--- src/rtl/seg_pkg.sv ---
// Shared definitions for the 7-segment display path: segment bit order,
// the hex glyph table used by both encoders and readers, and scan FSM states.
package seg_pkg;

    localparam int SEG_A = 0;
    localparam int SEG_B = 1;
    localparam int SEG_C = 2;
    localparam int SEG_D = 3;
    localparam int SEG_E = 4;
    localparam int SEG_F = 5;
    localparam int SEG_G = 6;

    // Glyph for nibble n lives at index n; bit k drives segment SEG_A+k.
    localparam logic [6:0] HEX_PATTERN [16] = '{
        7'h3F, 7'h06, 7'h5B, 7'h4F, 7'h66, 7'h6D, 7'h7D, 7'h07,
        7'h7F, 7'h6F, 7'h77, 7'h7C, 7'h39, 7'h5E, 7'h79, 7'h71
    };

    typedef enum logic [1:0] {
        ST_BLANK,
        ST_SETTLE,
        ST_HELD
    } scan_state_t;

endpackage

--- src/rtl/seg_pattern_decode.sv ---
// Combinational glyph-to-nibble decoder; any pattern outside the hex table
// (including all-off) yields nibble 0 with err set.
module seg_pattern_decode
    import seg_pkg::*;
(
    input  logic [6:0] pattern,
    output logic [3:0] nibble,
    output logic       err
);

    always_comb begin
        // NOTE: every output gets a default before the search so no latch is inferred.
        nibble = 4'h0;
        err    = 1'b1;
        for (int i = 0; i < 16; i++) begin
            if (pattern == HEX_PATTERN[i]) begin
                nibble = 4'(i);
                err    = 1'b0;
            end
        end
    end

endmodule

--- src/rtl/seg_scan_reader.sv ---
// Receive side of the multiplexed 7-segment bus: debounces each digit dwell,
// decodes the glyph, and publishes a full frame with a one-cycle valid pulse.
module seg_scan_reader
    import seg_pkg::*;
#(
    parameter int DIGITS  = 4,
    parameter int STABLE  = 3,
    parameter int TIMEOUT = 1024
) (
    input  logic                clk,
    input  logic                rst_n,
    input  logic [6:0]          seg_in,
    input  logic                dp_in,
    input  logic [DIGITS-1:0]   dig_en,
    output logic [4*DIGITS-1:0] value,
    output logic [DIGITS-1:0]   dp_out,
    output logic [DIGITS-1:0]   err,
    output logic                frame_valid,
    output logic                stale
);

    localparam int CNT_W = $clog2(STABLE + 1);
    localparam int TO_W  = $clog2(TIMEOUT + 1);

    // Current registered sample S and the sample before it.
    logic [6:0]        s_seg, p_seg;
    logic              s_dp, p_dp;
    logic [DIGITS-1:0] s_dig, p_dig;

    scan_state_t       state;
    logic [CNT_W-1:0]  cnt;
    logic [TO_W-1:0]   to_cnt;

    logic [4*DIGITS-1:0] sh_value;
    logic [DIGITS-1:0]   sh_dp;
    logic [DIGITS-1:0]   sh_err;
    logic [DIGITS-1:0]   seen;
    logic [DIGITS-1:0]   seen_next;

    logic       s_changed;
    logic       s_onehot;
    logic       capture;
    logic       frame_done;
    logic       timeout_hit;
    logic [3:0] dec_nibble;
    logic       dec_err;

    seg_pattern_decode u_decode (
        .pattern (s_seg),
        .nibble  (dec_nibble),
        .err     (dec_err)
    );

    assign s_changed   = (s_seg != p_seg) || (s_dp != p_dp) || (s_dig != p_dig);
    assign s_onehot    = $onehot(s_dig);
    assign capture     = (state == ST_SETTLE) && !s_changed
                         && (cnt == CNT_W'(STABLE - 1));
    assign frame_done  = &seen;
    assign timeout_hit = !capture && (to_cnt == TO_W'(TIMEOUT - 1));

    always_ff @(posedge clk or negedge rst_n) begin
        if (!rst_n) begin
            s_seg <= '0;
            s_dp  <= 1'b0;
            s_dig <= '0;
            p_seg <= '0;
            p_dp  <= 1'b0;
            p_dig <= '0;
        end else begin
            s_seg <= seg_in;
            s_dp  <= dp_in;
            s_dig <= dig_en;
            p_seg <= s_seg;
            p_dp  <= s_dp;
            p_dig <= s_dig;
        end
    end

    // Dwell tracker: a new sample restarts the run; capture fires once per dwell.
    always_ff @(posedge clk or negedge rst_n) begin
        if (!rst_n) begin
            state <= ST_BLANK;
            cnt   <= '0;
        end else if (s_changed) begin
            if (s_onehot) begin
                state <= ST_SETTLE;
                cnt   <= CNT_W'(1);
            end else begin
                state <= ST_BLANK;
                cnt   <= '0;
            end
        end else begin
            case (state)
                ST_SETTLE: begin
                    if (capture) begin
                        state <= ST_HELD;
                        cnt   <= CNT_W'(STABLE);
                    end else begin
                        cnt <= cnt + CNT_W'(1);
                    end
                end
                default: ;
            endcase
        end
    end

    always_comb begin
        seen_next = seen;
        if (frame_done || timeout_hit) seen_next = '0;
        if (capture) seen_next = seen_next | s_dig;
    end

    // NOTE: the shadow is a handful of flops, so it is reset like any other state.
    always_ff @(posedge clk or negedge rst_n) begin
        if (!rst_n) begin
            sh_value <= '0;
            sh_dp    <= '0;
            sh_err   <= '0;
            seen     <= '0;
        end else begin
            seen <= seen_next;
            for (int i = 0; i < DIGITS; i++) begin
                if (capture && s_dig[i]) begin
                    sh_value[4*i +: 4] <= dec_nibble;
                    sh_dp[i]           <= s_dp;
                    sh_err[i]          <= dec_err;
                end
            end
        end
    end

    always_ff @(posedge clk or negedge rst_n) begin
        if (!rst_n) begin
            to_cnt <= '0;
        end else if (capture) begin
            to_cnt <= '0;
        end else if (to_cnt != TO_W'(TIMEOUT)) begin
            to_cnt <= to_cnt + TO_W'(1);
        end
    end

    // Frame completion takes priority over a coincident timeout.
    always_ff @(posedge clk or negedge rst_n) begin
        if (!rst_n) begin
            value       <= '0;
            dp_out      <= '0;
            err         <= '0;
            frame_valid <= 1'b0;
            stale       <= 1'b1;
        end else begin
            frame_valid <= frame_done;
            if (frame_done) begin
                value  <= sh_value;
                dp_out <= sh_dp;
                err    <= sh_err;
                stale  <= 1'b0;
            end else if (timeout_hit) begin
                stale <= 1'b1;
            end
        end
    end

endmodule

--- config.mk ---
export PLATFORM = sky130hd
export DESIGN_NAME = seg_scan_reader
export DESIGN_NICKNAME = d
export VERILOG_FILES = /design/src/rtl/seg_pkg.sv /design/src/rtl/seg_pattern_decode.sv /design/src/rtl/seg_scan_reader.sv
export SDC_FILE = /design/constraint.sdc
export NUM_CORES = 1
export LEC_CHECK = 0
export CAP_MARGIN = 40
export CORE_MARGIN = 10
export CORE_UTILIZATION = 60
export CTS_CLUSTER_SIZE = 40
export DETAILED_ROUTE_END_ITERATION = 8
export PLACE_DENSITY = 0.85
export SLEW_MARGIN = 5
export SYNTH_ARGS = -nofsm -noshare
export SYNTH_HDL_FRONTEND = slang
export SYNTH_HIERARCHICAL = 1
export SYNTH_SLANG_ARGS = --single-unit
--- constraint.sdc ---
create_clock -name clk -period 2.86 [get_ports clk]
set_input_delay 0.286 -clock clk [delete_from_list [all_inputs] [get_ports clk]]
set_output_delay 0.286 -clock clk [all_outputs]
set_load 0.05 [all_outputs]
* Word-level counts from Yosys, hierarchy flattened
Cells that the tools add are included.
** Operators by class
- $add $sub $neg :: 5
- Equal/unequal tests :: 24
- Muxes and demuxes :: 44
- Bitwise logic cells :: 1
- Reductions and logical operators :: 18
** Operator list (number)
- 7-bit equality test, second input constant :: 12
- 4-bit two-way mux :: 10
- 11-bit two-way mux :: 2
- 1-bit two-way mux :: 20
- 2-bit two-way mux :: 8
- 7-bit by 3-bit equality test with 1-bit output, second input constant :: 2
- 7-bit by 6-bit equality test with 1-bit output, second input constant :: 2
- 3-bit two-way mux :: 4
- 11-bit by 1-bit adder with 11-bit output, second input constant :: 1
- 11-bit by 10-bit equality test with 1-bit output, second input constant :: 1
- 11-bit != test, second input constant :: 1
- 2-bit nonzero test :: 4
- 1-bit logical AND :: 7
- 7-bit != test :: 1
- 1-bit by 1-bit adder with 2-bit output :: 2
- 4-bit != test :: 1
- 4-bit OR :: 1
- 4-bit AND reduction :: 1
- 2-bit by 2-bit adder with 3-bit output :: 1
- 3-bit by 1-bit equality test with 1-bit output, second input constant :: 1
- 1-bit logical OR :: 3
- 2-bit by 1-bit adder with 2-bit output, second input constant :: 1
- 2-bit by 1-bit equality test with 1-bit output, second input constant :: 1
- 2-bit equality test, second input constant :: 1
- other kinds (3) :: 4
** Storage, ports and cells
- Register bits :: 93
- Input bits :: 14
- Output and inout bits :: 26
- Word-level logic and storage cells :: 119

* Depth between registers and ports, before layout
- Word-level depth :: 17
- Gate-level depth with buffers :: 8
- Mapped depth without buffers :: 8

* Modules after synthesis
Netlist, hierarchy kept.
** By module, submodules not included
- seg_scan_reader :: times used 1, cells an instance 298, area each 3552.2 um^2, sequential area each 2328.5 um^2
- seg_pattern_decode :: times used 1, cells an instance 48, area each 312.8 um^2, sequential area each 0.0 um^2

* Worst setup path after synthesis
Ideal clock, no wire load.
- Path kind :: flip-flop to flip-flop
- Start point :: register s_seg[5]
- End point :: register sh_err[0]
- Library setup time :: 125 ps
- Data arrival time :: 1744 ps
- Data required time :: 2735 ps
- Slack :: 991 ps
- Cell stages (with the launch flop) :: 6
- Buffers on the path :: 1
- Period minus slack after synthesis :: 1869 ps
- Cell sequence :: dfrtp_1 > buf_6 > or4_1 > a211o_1 > and4_1 > mux2_2
** On the way
- Word-level cells in the longest chain between the ends :: 17
- Elaborated cells between the ends (all ways) :: 39
- Classes of those cells :: eq/ne: 17; mux: 16; reduce/logical: 6
** RTL lines
- from (decl) :: RTL line seg_scan_reader.sv:26 : logic [6:0] s_seg, p_seg;
- from (signal assigned) :: RTL line seg_scan_reader.sv:70 : s_seg <= seg_in;
- 7-bit by 6-bit equality test with 1-bit output :: RTL line seg_pattern_decode.sv:16 : if (pattern == HEX_PATTERN[i]) begin
- 1-bit two-way mux (15 in a row) :: RTL line seg_pattern_decode.sv:16
- 1-bit two-way mux (*) :: RTL line seg_pattern_decode.sv:16
- net dec_err :: RTL line seg_scan_reader.sv:46 : logic dec_err;
- to (signal, indexed assignment) :: RTL line seg_scan_reader.sv:126 : sh_err[i] <= dec_err;
- to (decl) :: RTL line seg_scan_reader.sv:36 : logic [DIGITS-1:0] sh_err;
Mark *: on every way through the listed nets, which the timed path passes. The rest lies on a longest branch.
A chain may end at the register's enable or synchronous reset.

* Worst setup path after layout
- Start point :: register s_seg[5]
- End point :: register sh_value[5]
** On the way
- Word-level cells in the longest chain between the ends :: 15
- Elaborated cells between the ends (all ways) :: 35
- Classes of those cells :: eq/ne: 15; mux: 14; reduce/logical: 6
** RTL lines
- 7-bit equality test :: RTL line seg_pattern_decode.sv:16
- 2-bit two-way mux (2 in a row) :: RTL line seg_pattern_decode.sv:16
- 3-bit two-way mux (4 in a row) :: RTL line seg_pattern_decode.sv:16
- 4-bit two-way mux (8 in a row) :: RTL line seg_pattern_decode.sv:16
- to (signal, indexed assignment) :: RTL line seg_scan_reader.sv:124 : sh_value[4*i +: 4] <= dec_nibble;
- to (decl) :: RTL line seg_scan_reader.sv:34 : logic [4*DIGITS-1:0] sh_value;
Parallel ways exist; a longest one is shown, timed or not.

==> out/qor.yml <==
tns_ns: 0
core-area_sq_um: 6310
synth-main-ff-cell: "dfrtp_1"
whs_ns: 0.361
cpMaxStageDelayCell: "and4b_1"
final_common_cell: "dfrtp_1"
power_density_nw_per_um2: 533
dp_hpwl_microns: 5040
cp.required_ns: 3.10
drive_gt1_frac: 0.135
gp_congestion: 0.955
worstSkewPairLatency_ns: 0.36
critical-path-max-stage-delay_ns: 0.69
peakVddDrop_v: 0.000410
antenna_left: 0
max_freq_mhz: 406
nNetsFinal: 407
period_share: 0.861
cts_tree: "done"
cts.reportedPaths.clkPinSlew_ns: 0.09
io_buffers: 39
htree_levels: 3
worst-path-buf-inv: 0
synth_nets: 366
start_kind: "flop"
clockBufferDepth: 2
status: "completed"
path_class: "reg2reg"
via_per_inst: 5.41
synth_warnings: 6
rsz0062_at_grt: "false"
fin_cells: 469
die_x_microns: 100
tightest_slew_ns: 0.715
finalSetupViolations: 0
drv_slew: 0
drt-total-wl_microns: 7080
placed_cells: 452
synth_area_sq_um: 3860
gr-usage-all-layers: 0.152
maxCapViolations: 0
drtIter0Drc: 151
wl_met3_microns: 369
drtPass1Iterations: 4
grt_pass1_vias: 2556
routedWlPerCell_microns: 15.1
crit_chain: "xor2_1 -> nor4_1 -> and4b_1 -> nand2_2 -> mux2_2"
finClkSkew_ns: 0.0130
top_layer_used: "met4"
synthCells: 346
drc: 0
wl_met1_microns: 3370
critPathArrivalTime_ns: 2.70
antenna_cells: 0
numCtsBuffers: 9
die_h_microns: 100
crit_family: "simple AND/OR/NAND/NOR gates"
area_growth_pct: 17.8
period_needed_ns: 2.46
synth-seq-cells: 93
cts_sinks: 93
post_synth_num_cell_types: 44
final_cell_mix: "dfrtp_1, nand2_1, clkdlybuf4s50_1, mux2_2, nor2_1"
grt_pass1_wl_microns: 12400
start_util: 0.612
grt-ovfl-total: 0
pin_count: 40
syn_avg_cell_area_sq_um: 11.2
route.met2.wl_microns: 3230
antenna_found_initial: 0
final_hold_viol_count: 0
power.total_mw: 2.43
rows: 29
critical_path.max_fanout: 16
async_flop_share: 1.00
grt_max_degree: 60
max-slew-margin-rel: 0.524
num-fill-cells: 439
p_leak_nw: 2.21
rrSetupSlack_ns: 0.40
min_path_type: "in2reg"
route.vias.total: 2535
synth_edf_count: 0
yosysSeqAreaShare: 0.602
worstSetupEndpointType: "flop"
dieArea_sq_um: 10100
cts-root-buf: "clkbuf_8"
-- what timing repair did --
item                                    4_1_cts  5_1_grt
setup buffers                                 0        0
hold buffers                                  1        0
resized for setup                             0        0
endpoints found under the setup margin        0        0
endpoints found under the hold margin         7        0
-- final cells by class --
class                   count  area (sq um)  share of cell area
flip-flops and latches     93          2330               0.511
inverters                  10          37.5             0.00824
multi-input cells         230          1440               0.315
clock buffers               9           124              0.0272
well taps                  77          96.3              0.0212
repair buffers             43           433              0.0951
clock inverters             7          97.6              0.0214
-- metrics by stage --
stage	utilization	area, sq um	setup WS, ns
4_1_cts	0.721	4550	0.424
6_report	0.721	4550	0.397
5_1_grt	0.721	4550	0.153
3_3_place_gp	0.685	4320	0.498
3_5_place_dp	0.685	4320	0.448
2_1_floorplan	-	3860	0.991
-- logic make-up (layout without fill, tap and decap cells) --
family          count (synthesis)  in the layout  share of synthesized area
buf+inv                        23             69                     0.0259
flops                          93             93                      0.602
fa+ha+maj                       6              6                     0.0214
mux                            29             29                     0.0832
compound gates                 16             16                     0.0265
xor+xnor                       23             23                     0.0521
simple gates                  156            156                      0.188
-- sequential cells by signal (all words and copies together) (netlist names), 7 cells and up --
signal and flops:
sh_value 16, value 16, to_cnt 11, p_seg 7, s_seg 7
-- metal layers --
layer | GRT usage | up-vias
met2 | 0.226 | 59
met1 | 0.210 | 1228
met5 | 0 | -
met4 | 0.0685 | 0
li1 | - | 1238
met3 | 0.0295 | 10
-- synth_stat cells, types with 2 or more instances --
| master | n | share of area |
|---|---|---|
| a21oi_1 | 3 | 0.0039 |
| and3_1 | 4 | 0.0065 |
| and4_1 | 2 | 0.0045 |
| buf_2 | 2 | 0.0026 |
| clkbuf_1 | 8 | 0.0078 |
| dfrtp_1 | 92 | 0.60 |
| ha_1 | 5 | 0.016 |
| inv_1 | 9 | 0.0087 |
| mux2_2 | 25 | 0.073 |
| mux2i_1 | 4 | 0.010 |
| nand2_1 | 87 | 0.084 |
| nand2_2 | 4 | 0.0065 |
| nand3_1 | 8 | 0.010 |
| nand3b_1 | 3 | 0.0058 |
| nand4_1 | 6 | 0.0097 |
| nor2_1 | 20 | 0.019 |
| nor2b_1 | 4 | 0.0065 |
| nor3_1 | 4 | 0.0052 |
| nor4_1 | 3 | 0.0049 |
| nor4b_1 | 2 | 0.0045 |
| o21ai_0 | 6 | 0.0078 |
| or3b_1 | 2 | 0.0045 |
| xnor2_1 | 7 | 0.016 |
| xor2_1 | 16 | 0.036 |
-- worst reg2reg max path, stage by stage (launching register included) --
cell and delay (ns):
dfrtp_1 0.51, xor2_1 0.20, nor4_1 0.36, and4b_1 0.69, nand2_2 0.26, mux2_2 0.33
-- where the power goes --
part	switching, mW	internal [mW]	total, mW
Clock	0.452	0.495	0.946
Sequential	0.0290	1.34	1.36
Combinational	0.0627	0.0515	0.114
-- worst paths after layout --
check / from / to / depth (start not counted)
max reg2reg: s_seg[5] / sh_value[5] / 5
max: s_seg[5] / sh_value[5] / 5
max in group asynchronous: rst_n / to_cnt[8] / 3
min reg2reg: s_dig[3] / p_dig[3] / 0
min: seg_in[1] / s_seg[1] / 1
min in group asynchronous: rst_n / to_cnt[3] / 2
Power figures use the tool's default switching activity.
